--- src/rtl/reg_file_pkg.sv ---
// Shared parameters and types for the write-back register file and its
// outstanding-write scoreboard.
// Optional feature macro: REG_ZERO_EN (GPR0 hard-wired to zero).
package reg_file_pkg;

    localparam int DATA_W       = 16;
    localparam int ADDR_W       = 3;
    localparam int NUM_REGS     = 2 ** ADDR_W;
    localparam int CNT_W        = 2;
    localparam int MAX_INFLIGHT = (2 ** CNT_W) - 1;

    typedef logic [CNT_W-1:0]      cnt_t;
    typedef cnt_t [NUM_REGS-1:0]   cnt_vec_t;

    // Net action on one scoreboard counter for the coming edge.
    typedef enum logic [1:0] {
        SB_HOLD,
        SB_INC,
        SB_DEC,
        SB_CLR
    } sb_op_e;

    // Clear wins over everything; a simultaneous inc and dec cancel out.
    function automatic sb_op_e sb_op(input logic clr, input logic inc, input logic dec);
        if (clr)
            return SB_CLR;
        if (inc && !dec)
            return SB_INC;
        if (dec && !inc)
            return SB_DEC;
        return SB_HOLD;
    endfunction

endpackage

--- src/rtl/sb_counter.sv ---
// One scoreboard entry: saturating count of issued-but-not-written-back
// instructions targeting a single GPR. err pulses for an edge whose
// increment would overflow or whose decrement would underflow.
module sb_counter
    import reg_file_pkg::*;
(
    input  logic clk,
    input  logic rst,
    input  logic clr,
    input  logic inc,
    input  logic dec,
    output cnt_t cnt,
    output logic err
);

    localparam cnt_t CNT_MAX = cnt_t'(MAX_INFLIGHT);

    sb_op_e op;

    assign op = sb_op(clr, inc, dec);

    // Flag an out-of-range update; the counter itself holds in that case.
    always_comb begin
        err = ((op == SB_INC) && (cnt == CNT_MAX)) ||
              ((op == SB_DEC) && (cnt == '0));
    end

    // Counter state: clear, saturating increment, or floor-limited decrement.
    // NOTE: state is written with <= so every flop samples pre-edge values.
    always_ff @(posedge clk or posedge rst) begin
        if (rst) begin
            cnt <= '0;
        end else begin
            case (op)
                SB_CLR:  cnt <= '0;
                SB_INC:  if (cnt != CNT_MAX) cnt <= cnt + 1'b1;
                SB_DEC:  if (cnt != '0)      cnt <= cnt - 1'b1;
                default: ;
            endcase
        end
    end

endmodule

--- src/rtl/reg_file_wb.sv ---
// GPR file plus private register at the write-back end of the pipeline.
// Two combinational read ports with same-cycle write-through bypass, and a
// per-register outstanding-write scoreboard that raises a decode stall on
// read-after-write hazards.
// Optional feature macro: REG_ZERO_EN -- GPR0 always reads zero, writes to
// it are dropped and it never takes part in the scoreboard.
module reg_file_wb
    import reg_file_pkg::*;
(
    input  logic              clk,
    input  logic              rst,
    input  logic              wb_en,
    input  logic              wb_priv,
    input  logic [ADDR_W-1:0] wb_addr,
    input  logic [DATA_W-1:0] wb_data,
    input  logic [ADDR_W-1:0] rd_addr_a,
    input  logic [ADDR_W-1:0] rd_addr_b,
    input  logic              rd_use_a,
    input  logic              rd_use_b,
    output logic [DATA_W-1:0] rd_data_a,
    output logic [DATA_W-1:0] rd_data_b,
    output logic [DATA_W-1:0] priv_data,
    input  logic              iss_en,
    input  logic [ADDR_W-1:0] iss_dst,
    input  logic              flush,
    output logic              stall,
    output logic              sb_err
);

`ifdef REG_ZERO_EN
    localparam bit ZERO_EN = 1'b1;
`else
    localparam bit ZERO_EN = 1'b0;
`endif

    logic [DATA_W-1:0]   gpr [NUM_REGS];
    logic [DATA_W-1:0]   priv_q;
    cnt_vec_t            cnt;
    logic [NUM_REGS-1:0] inc_vec;
    logic [NUM_REGS-1:0] dec_vec;
    logic [NUM_REGS-1:0] err_vec;
    logic                wb_gpr;
    logic                wb_commit;
    logic                iss_go;
    logic                hazard_a;
    logic                hazard_b;
    logic                sb_err_q;

    // A GPR write that actually lands; with GPR0 hard-wired it is dropped.
    assign wb_gpr    = wb_en & ~wb_priv;
    assign wb_commit = wb_gpr & (!ZERO_EN || (wb_addr != '0));

    // An issue only counts when decode is not being held.
    assign iss_go = iss_en & ~stall;

    // GPR array write port.
    // NOTE: the array is reset because every register must read zero after
    // reset; this keeps it in flops rather than a RAM macro.
    always_ff @(posedge clk or posedge rst) begin
        if (rst) begin
            for (int i = 0; i < NUM_REGS; i++)
                gpr[i] <= '0;
        end else if (wb_commit) begin
            gpr[wb_addr] <= wb_data;
        end
    end

    // Private register write port.
    always_ff @(posedge clk or posedge rst) begin
        if (rst)
            priv_q <= '0;
        else if (wb_en && wb_priv)
            priv_q <= wb_data;
    end

    // Read ports: array value, overridden by the in-flight write-back.
    // NOTE: every output gets a default first so no latch can be inferred.
    always_comb begin
        rd_data_a = gpr[rd_addr_a];
        rd_data_b = gpr[rd_addr_b];
        priv_data = priv_q;
        if (wb_commit && (wb_addr == rd_addr_a))
            rd_data_a = wb_data;
        if (wb_commit && (wb_addr == rd_addr_b))
            rd_data_b = wb_data;
        if (ZERO_EN && (rd_addr_a == '0))
            rd_data_a = '0;
        if (ZERO_EN && (rd_addr_b == '0))
            rd_data_b = '0;
        if (wb_en && wb_priv)
            priv_data = wb_data;
    end

    // Scoreboard: one saturating counter per GPR.
    for (genvar r = 0; r < NUM_REGS; r++) begin : g_sb
        assign inc_vec[r] = iss_go && (iss_dst == ADDR_W'(r)) && (!ZERO_EN || (r != 0));
        assign dec_vec[r] = wb_commit && (wb_addr == ADDR_W'(r));

        sb_counter u_cnt (
            .clk (clk),
            .rst (rst),
            .clr (flush),
            .inc (inc_vec[r]),
            .dec (dec_vec[r]),
            .cnt (cnt[r]),
            .err (err_vec[r])
        );
    end

    // RAW hazard per used source; the bypass only resolves the last
    // outstanding write to that register.
    always_comb begin
        hazard_a = rd_use_a && (cnt[rd_addr_a] != '0) &&
                   !((cnt[rd_addr_a] == cnt_t'(1)) && wb_commit && (wb_addr == rd_addr_a)) &&
                   (!ZERO_EN || (rd_addr_a != '0));
        hazard_b = rd_use_b && (cnt[rd_addr_b] != '0) &&
                   !((cnt[rd_addr_b] == cnt_t'(1)) && wb_commit && (wb_addr == rd_addr_b)) &&
                   (!ZERO_EN || (rd_addr_b != '0));
    end

    assign stall = hazard_a | hazard_b;

    // Sticky scoreboard error, cleared only by reset.
    always_ff @(posedge clk or posedge rst) begin
        if (rst)
            sb_err_q <= 1'b0;
        else if (|err_vec)
            sb_err_q <= 1'b1;
    end

    assign sb_err = sb_err_q;

endmodule

--- config.mk ---
export PLATFORM = sky130hd
export DESIGN_NAME = reg_file_wb
export DESIGN_NICKNAME = d
export VERILOG_FILES = /design/src/rtl/reg_file_pkg.sv /design/src/rtl/sb_counter.sv /design/src/rtl/reg_file_wb.sv
export SDC_FILE = /design/constraint.sdc
export NUM_CORES = 1
export LEC_CHECK = 0
export ABC_AREA = 1
export BUFFER_PORTS_ARGS = -buffer_cell sky130_fd_sc_hd__buf_2
export CORE_ASPECT_RATIO = 2
export CORE_UTILIZATION = 45
export CTS_CLUSTER_SIZE = 10
export DETAILED_ROUTE_END_ITERATION = 8
export GPL_TIMING_DRIVEN = 1
export PLACE_DENSITY = 0.67
export RECOVER_POWER = 50
export SYNTH_ARGS = -nofsm -noshare
export SYNTH_HDL_FRONTEND = slang
export SYNTH_SLANG_ARGS = --single-unit
--- constraint.sdc ---
create_clock -name clk -period 9.75 [get_ports clk]
set_clock_uncertainty 0.05 [all_clocks]
set_input_delay 0.4875 -clock clk [delete_from_list [all_inputs] [get_ports clk]]
set_output_delay 0.4875 -clock clk [all_outputs]
set_load 0.03 [all_outputs]
==> results.sh <==
export IMPL_outcome="finished, violations left"
export IMPL_violations="capacitance limit, slew limit"
export IMPL_die_h_um=210
export IMPL_firstDrtPassIters=5
export IMPL_clk_latency_ns=0.45
export IMPL_syn_inst=1318
export IMPL_nNetsFinal=1402
export IMPL_syn_area_um2=9750
export IMPL_tritoncts="done"
export IMPL_min_period_ns=3.76
export IMPL_max_clock_freq_ghz=0.266
export IMPL_synth_edf_count=0
export IMPL_synth_nets=1378
export IMPL_ant_nets=0
export IMPL_hold_class="in -> reg"
export IMPL_cts_path_max_buffers=2
export IMPL_worst_setup_path_type="in -> reg"
export IMPL_crit_path_top_delay_cell="buf_4"
export IMPL_max_slew_margin_pct=-203
export IMPL_irDropWorstVdd_mv=0.111
export IMPL_dieArea_um2=22300
export IMPL_startpoint_type="input pin"
export IMPL_routed_via_count=9245
export IMPL_grt_first_pass_wirelength_um=46000
export IMPL_power_density_nw_per_um2=205
export IMPL_end_kind="flip-flop"
export IMPL_port_buffers=85
export IMPL_worst_pin_slew_ns=4.51
export IMPL_crit_chain="buf_2, buf_4, inv_2, nand2_1, nand2_1, nor2_1, nand2_2, nand2_1, nand2_1, nand3_4, nand4_2, nor2_1, nor2_1, ha_1, nand3_1, nand2_1, nor4_1, nand3_1"
export IMPL_dp_slack_ns=5.54
export IMPL_areaGrowthSynthToFinish_pct=10.1
export IMPL_ys_flop_type="dfrtp_1"
export IMPL_setup_slack_ns=5.99
export IMPL_hold_buffers=0
export IMPL_diodes=0
export IMPL_cts_buffers=17
export IMPL_row_count=75
export IMPL_avgSynthCellArea_um2=7.40
export IMPL_grt_max_degree=102
export IMPL_crit_required_ns=9.99
export IMPL_dp_hpwl_um=18700
export IMPL_worst_ep_arrival_time_ns=4.00
export IMPL_antenna_found_initial=0
export IMPL_track_usage_pct=27.0
export IMPL_slowest_delay_ns=0.64
export IMPL_ys_ff_latch=161
export IMPL_drtIter0Drc=579
export IMPL_path_clk_slew_ns=0.06
export IMPL_cp_max_fo=70
export IMPL_fin_util_pct=50.9
export IMPL_initial_core_util_pct=46.2
export IMPL_drv_cap=6
export IMPL_pin_count=86
export IMPL_core_area_um2=21100
export IMPL_rsz0062_at_grt="false"
export IMPL_routed_via_density=5.69
export IMPL_setup_viol=0
export IMPL_routedWlPerCell_um=17.6
export IMPL_hold_violations=0
export IMPL_drc_errors=0
export IMPL_h_tree_depth=4
export IMPL_final_max_slew_violation_count=256
export IMPL_crit_path_frequent_cell="nand2_1"
export IMPL_cts_resized=0
export IMPL_synth_distinct_cells=28
export IMPL_synth_async_reset_ratio_pct=100
export IMPL_wl_um=28600
export IMPL_first_global_vias=8953
export IMPL_synth_seq_area_share_pct=41.3
export IMPL_drive_gt1_share_pct=11.0
export IMPL_yosys_warnings=0
export IMPL_leakage_nw=5.03
export IMPL_period_share_pct=38.6
export IMPL_setup_tns_ns=0
export IMPL_gp_routability_congestion=0.881
export IMPL_cts_setup_buffers=0
export IMPL_fp_dieW_um=106
export IMPL_root_buffer="clkbuf_16"
export IMPL_cts_sinks=161
export IMPL_gr_total_overflow=0
path summary, 6_finish.rpt:
| kind | from | slack (ns) | depth (start not counted) | to |
|---|---|---|---|---|
| worst max-delay path | rd_addr_b[1] | 5.99 | 18 | sb_err |
| worst min-delay path | wb_data[4] | 0.24 | 3 | gpr[68] |
| worst max register to register | g_sb[1].u_cnt.cnt[1] | 6.85 | 15 | sb_err |
| worst min register to register | gpr[21] | 0.45 | 2 | gpr[21] |
| max in group asynchronous | rst | 6.01 | 3 | priv_q[14] |
| min in group asynchronous | rst | 1.35 | 2 | gpr[105] |
state kept, by name, summed over array words and instances (netlist names):
signal and count:
g_sb.u_cnt.cnt 16, gpr 128, priv_q 16, sb_err 1
where the power goes:
part / internal [mW] / total, mW / switching (mW)
Clock: 0.404 / 0.678 / 0.275
Sequential: 0.820 / 0.918 / 0.0978
Combinational: 0.206 / 0.606 / 0.400
area by class of cell:
type	count	area [um2]
clock buffer	24	492
clock inverter	8	103
fill	2147	10400
inverter	118	447
multi-input combinational	948	4840
sequential	161	4030
tap	269	337
timing repair buffer	96	492
synth_stat cells (all sizes together), types with 9 or more instances:
cell,number,share of area (%)
nor3,9,0.46
clkbuf,43,1.7
ha,24,3.1
nand2,261,10
a21oi,88,4.5
nor2,89,3.7
o211ai,70,5.4
inv,118,4.6
nand3,83,4.5
dfrtp,161,41
o21ai,283,15
buf,48,2.6
layer usage:
metal | global-route usage [%] | vias up | part of all wire, %
met5 | 0 | - | 0
met4 | 16.2 | 0 | 4.7
met3 | 4.45 | 85 | 4.3
met2 | 47.1 | 256 | 52
met1 | 30.4 | 4420 | 39
li1 | - | 4484 | -
stage by stage:
stage                     hold slack [ns]  power (mW)  area [um2]  instances
after floorplan                     0.414        1.37        9750       1318
after global placement              0.424        1.52       10200       1592
after detailed placement            0.435        1.53       10200       1592
after CTS                           0.226        2.21       10800       1624
after global routing                0.249        2.34       10700       1624
final                               0.242        2.20       10700       1624
cells by family after synthesis:
group                      count (synthesis)  share of synthesized area [%]
AOI/OAI and AO/OA                        449                           24.9
xor gates and xnor gates                  16                           1.44
adders and majority gates                 24                           3.08
buffers and inverters                    209                           8.85
DFF                                      161                           41.3
and+or+nand+nor                          459                           20.4
worst max-delay path, delay by kind of cell:
family        cells  cell delay [ns]
simple gates     14             2.36
buf+inv           3             0.87
fa+ha+maj         1             0.24
cell usage in the layout (no fill, tap or decap), drive strengths merged, types with 3 or more instances in the layout:
cell type  count
o21ai        283
nand2        261
dfrtp        161
inv          117
nor2          89
buf           89
a21oi         88
nand3         83
o211ai        70
clkbuf        31
ha            24
nor3           9
xnor2          8
xor2           8
or2            8
o22ai          8
nand4          8
clkinv         4
clkinvlp       3
Power figures use the tool's default switching activity.
